--- src/rtl/mult_seq_ctrl_if.sv ---
// Operand/result bundle for the sequential multiplier.
// The requester drives start/a/b; the multiplier returns busy/done/product.
interface mult_seq_ctrl_if #(parameter int WIDTH = 4);
  logic                 start;
  logic [WIDTH-1:0]     a;
  logic [WIDTH-1:0]     b;
  logic                 busy;
  logic                 done;
  logic [2*WIDTH-1:0]   product;

  modport master (output start, a, b, input busy, done, product);
  modport slave  (input start, a, b, output busy, done, product);
endinterface

--- src/rtl/mult_seq_ctrl.sv ---
// Shift-and-add multiplier: one multiplier bit per cycle through a single (WIDTH+1)-bit
// ripple adder. Optional early termination when MULT_SEQ_EARLY_TERM_EN is defined.
module mult_seq_ctrl #(
  parameter int WIDTH = 4
) (
  input  logic          clk,
  input  logic          rst_n,
  mult_seq_ctrl_if.slave bus
);
  localparam int CW = $clog2(WIDTH+1);

  typedef enum logic [1:0] {IDLE, RUN, DONE} state_t;

  state_t             r_state;
  logic [WIDTH-1:0]   r_mcand;
  logic [WIDTH-1:0]   r_mplier;
  logic [WIDTH-1:0]   r_acc;
  logic [CW-1:0]      r_cnt;
  logic [2*WIDTH-1:0] r_product;
  logic               r_busy;
  logic               r_done;

  logic [WIDTH-1:0]   w_addend;
  logic [WIDTH:0]     w_sum;
  logic [2*WIDTH-1:0] w_full;
  logic [2*WIDTH-1:0] w_prod_nxt;
  logic               w_early;
  logic               w_last;

  function automatic logic [1:0] ha(input logic x, input logic y);
    return {x & y, x ^ y};
  endfunction

  function automatic logic [1:0] fa(input logic x, input logic y, input logic ci);
    return {(x & y) | (ci & (x ^ y)), x ^ y ^ ci};
  endfunction

  // Ripple chain: half adder on bit 0, full adders above, carry-out becomes bit WIDTH.
  always_comb begin
    logic [1:0] cs;
    w_sum    = '0;
    w_addend = r_mplier[0] ? r_mcand : '0;
    cs       = ha(r_acc[0], w_addend[0]);
    w_sum[0] = cs[0];
    for (int i = 1; i < WIDTH; i++) begin
      cs       = fa(r_acc[i], w_addend[i], cs[1]);
      w_sum[i] = cs[0];
    end
    w_sum[WIDTH] = cs[1];
  end

  // {carry, acc, mplier} after this cycle's right shift, as one 2*WIDTH word
  assign w_full = {w_sum, r_mplier[WIDTH-1:1]};

`ifdef MULT_SEQ_EARLY_TERM_EN
  logic [WIDTH-1:0] w_mask;
  logic [CW-1:0]    w_rem;
  assign w_rem = CW'(WIDTH-1) - r_cnt;
  // Bits 1..WIDTH-1-cnt of mplier are original multiplier bits still to be consumed.
  always_comb begin
    w_mask = '0;
    for (int j = 1; j < WIDTH; j++)
      w_mask[j] = (j <= (WIDTH - 1 - int'(r_cnt)));
  end
  assign w_early    = ~|(r_mplier & w_mask);
  assign w_prod_nxt = w_full >> w_rem;
`else
  assign w_early    = 1'b0;
  assign w_prod_nxt = w_full;
`endif

  assign w_last = (r_cnt == CW'(WIDTH-1)) || w_early;

  always_ff @(posedge clk or negedge rst_n) begin
    if (!rst_n) begin
      r_state   <= IDLE;
      r_mcand   <= '0;
      r_mplier  <= '0;
      r_acc     <= '0;
      r_cnt     <= '0;
      r_product <= '0;
      r_busy    <= 1'b0;
      r_done    <= 1'b0;
    end else begin
      case (r_state)
        IDLE, DONE: begin
          r_done <= 1'b0;
          if (bus.start) begin
            r_mcand  <= bus.a;
            r_mplier <= bus.b;
            r_acc    <= '0;
            r_cnt    <= '0;
            r_busy   <= 1'b1;
            r_state  <= RUN;
          end else begin
            r_busy  <= 1'b0;
            r_state <= IDLE;
          end
        end
        RUN: begin
          r_acc    <= w_sum[WIDTH:1];
          r_mplier <= {w_sum[0], r_mplier[WIDTH-1:1]};
          r_cnt    <= r_cnt + 1'b1;
          if (w_last) begin
            r_product <= w_prod_nxt;
            r_busy    <= 1'b0;
            r_done    <= 1'b1;
            r_state   <= DONE;
          end
        end
        default: begin
          r_busy  <= 1'b0;
          r_done  <= 1'b0;
          r_state <= IDLE;
        end
      endcase
    end
  end

  assign bus.busy    = r_busy;
  assign bus.done    = r_done;
  assign bus.product = r_product;
endmodule
--- src/flat_wrapper.sv ---
// flat-port wrapper written by rule: the top's interface ports become plain ports
module mult_seq_ctrl_flat 
#(
  parameter int WIDTH = 4
)
  (clk, rst_n, bus_start, bus_a, bus_b, bus_busy, bus_done, bus_product);
  mult_seq_ctrl_if #(.WIDTH(WIDTH)) bus_i ();
  input  logic clk;
  input  logic rst_n;
  input wire logic [$bits(bus_i.start)-1:0] bus_start;
  input wire logic [$bits(bus_i.a)-1:0] bus_a;
  input wire logic [$bits(bus_i.b)-1:0] bus_b;
  output wire logic [$bits(bus_i.busy)-1:0] bus_busy;
  output wire logic [$bits(bus_i.done)-1:0] bus_done;
  output wire logic [$bits(bus_i.product)-1:0] bus_product;
  assign bus_i.start = bus_start;
  assign bus_i.a = bus_a;
  assign bus_i.b = bus_b;
  assign bus_busy = bus_i.busy;
  assign bus_done = bus_i.done;
  assign bus_product = bus_i.product;
  mult_seq_ctrl #(.WIDTH(WIDTH)) u_core (.clk(clk), .rst_n(rst_n), .bus(bus_i));
endmodule
--- config.mk ---
export PLATFORM = sky130hd
export DESIGN_NAME = mult_seq_ctrl_flat
export DESIGN_NICKNAME = d
export VERILOG_FILES = /design/src/rtl/mult_seq_ctrl_if.sv /design/src/rtl/mult_seq_ctrl.sv /design/src/flat_wrapper.sv
export SDC_FILE = /design/constraint.sdc
export NUM_CORES = 1
export LEC_CHECK = 0
export CAP_MARGIN = 20
export CORE_MARGIN = 8
export CORE_UTILIZATION = 53
export CTS_CLUSTER_SIZE = 12
export DETAILED_ROUTE_END_ITERATION = 8
export GPL_TIMING_DRIVEN = 0
export PLACE_DENSITY = 0.91
export SETUP_SLACK_MARGIN = 0.05
export SYNTH_ARGS = -nofsm -noshare
export SYNTH_HDL_FRONTEND = slang
export SYNTH_SLANG_ARGS = --single-unit
--- constraint.sdc ---
create_clock -name clk -period 5.7 [get_ports clk]
set_input_delay 0.57 -clock clk [delete_from_list [all_inputs] [get_ports clk]]
set_output_delay 0.57 -clock clk [all_outputs]
set_load 0.02 [all_outputs]
==> Yosys cells after proc, flatten, opt, wreduce, memory -nomap -nowiden <==
Cells that the tools add are included.
W data, S select, Z words.
{ "totals": {"register_bits": 27, "latch_bits": 0, "ramBits": 0, "rom_bits": 0, "input_bits": 11, "output_inout_bits": 10, "elab_cells": 52, "mem_count": 0} }
{ "op_classes": {"n_addsub": 1, "n_mul": 0, "n_div": 0, "magnitude_cmp": 0, "n_eq_ne": 5, "n_shift": 0, "muxes": 15, "bitwise": 17, "n_reduce_logical": 6} }
{ "ops": {"columns": ["op", "n"], "rows": [
  ["$pmux W4 S2", 2],
  ["$mux W4", 3],
  ["$and A1 B1 Y1", 7],
  ["$xor A1 B1 Y1", 7],
  ["$pmux W3 S2", 1],
  ["$reduce_and A2 Y1", 3],
  ["$mux W1", 5],
  ["$pmux W2 S2", 1],
  ["$add A3 B1 Y3 const B", 1],
  ["$eq A3 B2 Y1 const B", 1],
  ["$mux W3", 1],
  ["$or A1 B1 Y1", 3],
  ["$eq A2 B1 Y1 const B", 1],
  ["$eq A2 B2 Y1 const B", 1],
  ["$logic_not A2 Y1", 1],
  ["$mux W2", 1],
  ["$ne A2 B1 Y1 const B", 1],
  ["$ne A2 B2 Y1 const B", 1],
  ["$pmux W1 S2", 1],
  ["$reduce_bool A2 Y1", 1],
  ["$reduce_or A2 Y1", 1]
]} }

==> Logic depth before layout (Yosys ltp) <==
Gate-level depths: netlist of the first run.
{ "depth": {"depth_word": 9, "depth_mapped": 8, "mapped_depth_nobuf": 8} }

==> Worst setup path before layout of the first run <==
Ideal clock, no wire load.
{ "synth_timing": {"path_kind": "register to register", "start": "reg u_core.r_mplier[0]", "end": "reg u_core.r_acc[3]", "setup_time_ps": 65, "t_arrival_ps": 2056, "required_time_ps": 5635, "setup_slack_ps": 3579, "stages_incl_launch_ff": 9, "path_buffers": 0, "synth_period_minus_slack_ps": 2121, "path_cell_list": "dfrtp_1 and2_1 ha_1 inv_1 fa_1 fa_1 fa_1 o21ai_0 a22o_1"} }
{ "synth_via": {"elab_chain_cells": 9, "word_cells_on_any_way": 15, "cone_classes": "mux (2); bitwise (13)"} }
{ "synth_lines": {"columns": ["element", "line", "rtl"], "rows": [
  ["start: declaration", "mult_seq_ctrl.sv:16", "logic [WIDTH-1:0] r_mplier;"],
  ["start signal: assignment", "mult_seq_ctrl.sv:90", "r_mplier <= bus.b;"],
  ["start signal: assignment", "mult_seq_ctrl.sv:102", "r_mplier <= {w_sum[0], r_mplier[WIDTH-1:1]};"],
  ["$mux W4 (*)", "mult_seq_ctrl.sv:42", "w_addend = r_mplier[0] ? r_mcand : '0;"],
  ["$and A1 B1 Y1 / $xor A1 B1 Y1 (equally long branches)", "mult_seq_ctrl.sv:31, mult_seq_ctrl.sv:35", null],
  ["$and A1 B1 Y1", "mult_seq_ctrl.sv:35", "return {(x & y) | (ci & (x ^ y)), x ^ y ^ ci};"],
  ["$or A1 B1 Y1", "mult_seq_ctrl.sv:35", null],
  ["$and A1 B1 Y1", "mult_seq_ctrl.sv:35", null],
  ["$or A1 B1 Y1", "mult_seq_ctrl.sv:35", null],
  ["$and A1 B1 Y1", "mult_seq_ctrl.sv:35", null],
  ["$or A1 B1 Y1 (*)", "mult_seq_ctrl.sv:35", null],
  ["$pmux W4 S2 (*)", "mult_seq_ctrl.sv:85", "case (r_state)"],
  ["end signal: assignment", "mult_seq_ctrl.sv:101", "r_acc <= w_sum[WIDTH:1];"],
  ["end: declaration", "mult_seq_ctrl.sv:17", "logic [WIDTH-1:0] r_acc;"]
]} }
Mark *: on every way between the ends. The rest lies on a longest branch, timed or not.
A chain may end at the register's enable or synchronous reset.

==> Final worst setup path of the first run <==
Same ends and word-level chain as after synthesis.

==> impl_metrics.toml, run 1 <==
[power]
seq_power_share_pct = 37.6
leakagePower_nw = 0.652
power_mw = 0.829
p_per_area_nw_per_um2 = 571
power_frac_clock_pct = 9.2
p_sw_mw = 0.320
cellInternalPower_mw = 0.509
switching_share_pct = 38.6
irDropWorstVdd_mv = 0.300
comb_power_share_pct = 53.2

[floorplan]
start_util_pct = 54.6
io_pins = 21
die_w_um = 63.1
core_area_um2 = 2150
dieArea_um2 = 3980
fp-row-count = 17
dieHeight_um = 63.1

[critical_path]
cp-start-kind = "register"
crit_fanout = 5
end_kind = "register"
rr_startpoint = "u_core.r_mplier[0]$_DFFE_PN0P_"
crit_required_ps = 5950
criticalPathCategory = "reg -> reg"
r2r-end = "u_core.r_acc[3]$_DFFE_PN0P_"
worst-endpoint-arrival_ps = 2620
reg2reg_depth = 8
r2r_slack_ps = 3340

[final_layout]
fillCellCount = 152
design_area_um2 = 1450
drive_gt1_share_pct = 19.4
insertedDiodeCount = 0
num-nets-final = 142
syn_to_final_growth_pct = 23.7
fin_util_pct = 67.6

[global_route]
grt_max_degree = 26
grt_overflow = 0
gr-usage-all-layers_pct = 11.6
antenna_found_initial = 0
grt_pass1_wl_um = 3860
grt_pass1_vias = 865

[sta]
worst_slew_pin_slew_ps = 434
hold_violations = 0
grt_setup_unrepaired = "false"
period_minus_slack_ps = 2360
maxSlewViolCount = 0
fmax_mhz = 423
maxSlewHeadroom_pct = 70.9
setup_tns_ps = 0
post-route-period-util_pct = 41.5
skew_ps = 2.22
whs_ps = 501
setup_viol = 0

[routing]
vias = 810
antenna_left = 0
drtPass1Iterations = 4
routedWlPerCell_um = 14.1
drt_iter0_markers = 8
routed_wirelength_um = 2140
vias_per_cell = 5.33
drc = 0

[min_path]
holdPathStages = 2
min_path_type = "reg -> reg"
worstHoldEndpoint = "u_core.bus.product[2]$_DFFE_PN0P_"
worstHoldStart = "u_core.bus.product[2]$_DFFE_PN0P_"

[placed_design]
port_buffers = 20
hpwl_um = 1640
place.gp.congestion = 0.768
place_area_um2 = 1410

[status]
outcome = "finished clean"

[cts]
clockRootBuffer = "clkbuf_4"
cts_buffer_depth = 2
cts_tree = "yes"
post_cts_buffers = 0
clkTransAtPathRegs_ps = 130
cts.htree.levels = 1
cts_hold_buffers = 0
cts_sinks = 25
cts_buffers = 3
post_cts_resized = 0
insertion_delay_ps = 310

[synth]
syn_nets = 116
synthCells = 99
synthDistinctLibCells = 20
synth_area_um2 = 1170
synth_area_per_cell_um2 = 11.9
ys_ff_latch = 25
yosysSeqAreaShare_pct = 53.3
yosysWarningCount = 0

[run]
drv_cap = 0
critical path: stages (launching register included):
cell	delay, ps
dfrtp_1	440
and2_1	150
ha_1	150
inv_1	50
fa_1	370
fa_1	390
fa_1	410
o21ai_0	180
a22o_1	160
registers in the layout (all words and copies together), names as in the netlist:
| name | count |
|---|---|
| u_core.r_mcand | 4 |
| u_core.r_cnt | 3 |
| u_core.r_mplier | 4 |
| u_core.r_acc | 4 |
| u_core.bus.product | 8 |
| u_core.r_state | 1 |
| u_core.bus.busy | 1 |
cell families after synthesis:
family	after synthesis	share of synthesized area, %
xor gates and xnor gates	1	0.746
adders and majority gates	6	8.32
AOI/OAI and AO/OA	26	15.0
buffers and inverters	16	8.42
muxes	6	5.76
and+or+nand+nor	19	8.42
DFF	25	53.3
layout by cell type (no fill, tap or decap), drive strengths merged, types with 2 or more instances in the layout:
master          n
clkdlybuf4s50  20
o2bb2ai         2
a22o            5
o21ai          11
nand2          13
mux2            6
dfrtp          25
clkbuf          3
ha              3
buf             7
inv            10
and2            2
nand2b          2
fa              3
o22ai           4
a21oi           4
through the flow:
stage	instances	setup WS [ps]
2_1_floorplan	99	3580
3_3_place_gp	147	3460
3_5_place_dp	147	3360
4_1_cts	151	3330
5_1_grt	152	3240
6_report	152	3340
per-layer routing:
layer | vias to the layer above | part of all wire (%) | global-route usage [%] | routed length (um)
met3 | 2 | 4.8 | 3.00 | 103
met2 | 19 | 50 | 18.1 | 1070
met5 | - | 0 | 0 | 0
met1 | 409 | 44 | 14.8 | 945
li1 | 380 | - | - | -
met4 | 0 | 1.2 | 4.56 | 25
cells in the mapped netlist:
cell type	instances	share of area, %
ha_1	3	3.2
dfrtp_1	25	53
nand3b_2	1	0.96
nand2b_4	1	1.2
inv_1	10	3.2
fa_1	3	5.1
nor2_1	1	0.32
xnor2_1	1	0.75
a21oi_2	4	3.0
o2bb2ai_1	2	1.5
o22ai_1	4	2.1
nand2_1	13	4.2
nand2b_1	1	0.53
buf_6	5	4.8
o21ai_0	11	4.7
and2_1	1	0.53
buf_2	1	0.43
and2_4	1	0.75
a22o_1	5	3.7
mux2_2	6	5.8
cell type report:
type,instances,area (um^2),share of cell area [%]
Inverter,10,37.5,2.59
Multi-Input combinational cell,58,449,30.9
Tap cell,28,35.0,2.41
Clock inverter,1,5.00,0.345
Clock buffer,3,22.5,1.55
Sequential cell,25,626,43.1
Buffer,6,61.3,4.22
Timing Repair Buffer,21,215,14.8
how the worst max path moves through the flow:
stage | from | to | cells past startpoint
2_1_floorplan | u_core.r_mplier[0]$_DFFE_PN0P_ | u_core.r_acc[3]$_DFFE_PN0P_ | 8
3_3_place_gp | u_core.r_mplier[0]$_DFFE_PN0P_ | u_core.r_acc[3]$_DFFE_PN0P_ | 8
3_5_place_dp | u_core.r_mplier[0]$_DFFE_PN0P_ | u_core.r_acc[3]$_DFFE_PN0P_ | 8
4_1_cts | u_core.r_mplier[0]$_DFFE_PN0P_ | u_core.r_acc[3]$_DFFE_PN0P_ | 8
5_1_grt | u_core.r_mplier[0]$_DFFE_PN0P_ | u_core.r_acc[3]$_DFFE_PN0P_ | 8
6_report | u_core.r_mplier[0]$_DFFE_PN0P_ | u_core.r_acc[3]$_DFFE_PN0P_ | 8
power groups by stage:
stage	sequential [mW]	clock, mW	combinational [mW]
2_1_floorplan	0.342	0	0.267
3_3_place_gp	0.308	0	0.420
3_5_place_dp	0.315	0	0.438
4_1_cts	0.311	0.0777	0.444
5_1_grt	0.320	0.0892	0.490
6_report	0.312	0.0762	0.441
Note: power is estimated with default switching activity, not from simulation.
==> run 2: changes to the inputs <==
--- a/config.mk
+++ b/config.mk
@@ -7,11 +7,11 @@
 export LEC_CHECK = 0
 export CAP_MARGIN = 20
 export CORE_MARGIN = 8
-export CORE_UTILIZATION = 53
+export CORE_UTILIZATION = 50
 export CTS_CLUSTER_SIZE = 12
 export DETAILED_ROUTE_END_ITERATION = 8
 export GPL_TIMING_DRIVEN = 0
-export PLACE_DENSITY = 0.91
+export PLACE_DENSITY = 0.87
 export SETUP_SLACK_MARGIN = 0.05
 export SYNTH_ARGS = -nofsm -noshare
 export SYNTH_HDL_FRONTEND = slang
==> constraint.sdc (replaced) <==
create_clock -name clk -period 2.2 [get_ports clk]
set_input_delay 0.22 -clock clk [delete_from_list [all_inputs] [get_ports clk]]
set_output_delay 0.22 -clock clk [all_outputs]
set_load 0.02 [all_outputs]
==> impl_metrics.toml, run 2 (same netlist as run 1, synthesis figures left out) <==
[placed_design]
port_buffers = 20
placedCellCount = 147
place.gp.congestion = 0.734
hpwl_um = 1700

[global_route]
grt_pass1_vias = 866
grt_overflow = 0
grt_pass1_wl_um = 3860
grt_max_degree = 26
antenna_found_initial = 0
gr-usage-all-layers_pct = 11.4

[critical_path]
crit_chain = "and2_1 > ha_1 > inv_1 > fa_2 > fa_2 > fa_2 > o21ai_0"
cp-start-kind = "register"
cp_top_family = "adder cells"
worstSetupPathDepth = 7
criticalPathCategory = "reg -> reg"
crit_fanout = 2
worst-endpoint-arrival_ps = 2340
critPathBufInv = 1
end_kind = "register"
cpMostUsedCell = "fa_2"
reg2reg_depth = 7
cp_slowest_cell = "fa_2"
crit_required_ps = 2420
critPathMaxStageDelay_ps = 540

[routing]
routed_wirelength_um = 2300
drtPass1Iterations = 4
drt_iter0_markers = 26
vias_per_cell = 5.29
routedWlPerCell_um = 15.1
drc = 0
antenna_left = 0
vias = 809

[final_layout]
instances_no_fill = 153
final_common_cell = "dfrtp_1"
final_cell_mix = "dfrtp_1 (25), clkdlybuf4s50_1 (20), nand2_1 (13)"
largest_reg_flops = 8
insertedDiodeCount = 0
syn_to_final_growth_pct = 25.2
fillCellCount = 172
num-nets-final = 143
drive_gt1_share_pct = 22.4

[cts]
insertion_delay_ps = 320
cts_buffer_depth = 2
clkTransAtPathRegs_ps = 130
cts_tree = "yes"
cts_hold_buffers = 0
cts_sinks = 25
clockRootBuffer = "clkbuf_4"
cts_buffers = 3
cts.htree.levels = 1

[sta]
post-route-period-util_pct = 96.5
maxSlewHeadroom_pct = 63.6
setup_viol = 0
fmax_mhz = 471
grt_setup_unrepaired = "true"
worst_slew_pin_slew_ps = 544
period_minus_slack_ps = 2120
skew_ps = 1.05
hold_violations = 0
maxSlewViolCount = 0

[run]
drv_cap = 0

[min_path]
min_path_type = "in -> async"

[power]
power_frac_clock_pct = 9.4
irDropWorstVdd_mv = 0.872
comb_power_share_pct = 54.4
p_per_area_nw_per_um2 = 1500
p_sw_mw = 0.852
switching_share_pct = 38.8
power_mw = 2.20
cellInternalPower_mw = 1.35
leakagePower_nw = 0.657
seq_power_share_pct = 36.2

[floorplan]
fp-row-count = 17
core_area_um2 = 2210
dieHeight_um = 64.5
start_util_pct = 53.1
io_pins = 21
dieArea_um2 = 4150
die_w_um = 64.5

[status]
outcome = "finished clean"
-- run 2: cell count changes in the layout (fill, tap and decap cells not counted) --
cell,change
clkbuf_1,+1
clkinv_2,-1
fa_1,-3
fa_2,+3
o21ai_0,-1
o21ai_2,+1
buf_4,+1
-- run 2: final timing paths --
check	startpoint	end	slack [ps]
max	u_core.r_mplier[0]$_DFFE_PN0P_	u_core.bus.product[6]$_DFFE_PN0P_	80
max reg2reg	u_core.r_mplier[0]$_DFFE_PN0P_	u_core.bus.product[6]$_DFFE_PN0P_	80
min	rst_n	u_core.r_mcand[1]$_DFFE_PN0P_	240
min reg2reg	u_core.bus.product[6]$_DFFE_PN0P_	u_core.bus.product[6]$_DFFE_PN0P_	500
min in group clk	bus_a[1]	u_core.r_mcand[1]$_DFFE_PN0P_	500
max in group asynchronous	rst_n	u_core.r_state[1]$_DFFE_PN0P_	1480
-- run 2: power by group through the flow --
stage                     clock network [mW]  logic, mW  registers [mW]
final                                  0.207       1.20           0.796
after global routing                   0.224       1.31           0.826
after CTS                              0.205       1.19           0.796
after detailed placement                   0       1.15           0.814
after global placement                     0       1.09           0.796
after floorplan                            0      0.693           0.887
-- run 2: area by class of cell --
cell class	instances	area [um^2]	share of cell area, %
Sequential cell	25	626	42.6
Multi-Input combinational cell	58	460	31.3
Timing Repair Buffer	22	223	15.2
Buffer	6	61.3	4.17
Inverter	10	37.5	2.56
Tap cell	28	35.0	2.39
Clock buffer	4	26.3	1.79
-- run 2: per-layer routing --
layer / GRT usage (%) / part of all wire (%)
met2: 19.3 / 52
met1: 13.9 / 43
met5: 0 / 0
met3: 2.58 / 4.3
met4: 4.09 / 1.2
-- run 2: repair_timing --
item / CTS / global route
setup endpoints to repair: 4 / 3
buffers inserted: 1 / 0
pin swaps: 0 / 0
gates resized for setup: 4 / 1
-- run 2: through the flow --
| step | TNS [ps] | hold slack [ps] | cell area, um^2 | setup slack (ps) | util, % |
|---|---|---|---|---|---|
| after floorplan | 0 | -75.6 | 1170 | 78.9 | - |
| after global placement | -43.7 | 462 | 1410 | -43.7 | 63.7 |
| after detailed placement | -120 | 475 | 1410 | -83.4 | 63.7 |
| after CTS | 0 | 503 | 1450 | 99.0 | 65.6 |
| after global routing | 0 | 260 | 1470 | 23.2 | 66.4 |
| final | 0 | 236 | 1470 | 77.0 | 66.4 |
==> run 3: changes to the inputs <==
--- a/config.mk
+++ b/config.mk
@@ -8,8 +8,8 @@
 export CAP_MARGIN = 20
 export CORE_MARGIN = 8
 export CORE_UTILIZATION = 50
-export CTS_CLUSTER_SIZE = 12
 export DETAILED_ROUTE_END_ITERATION = 8
+export GPL_ROUTABILITY_DRIVEN = 0
 export GPL_TIMING_DRIVEN = 0
 export PLACE_DENSITY = 0.87
 export SETUP_SLACK_MARGIN = 0.05
==> results of run 3 <==
The final DEF is identical to that of run 2; final timing and power are the same.
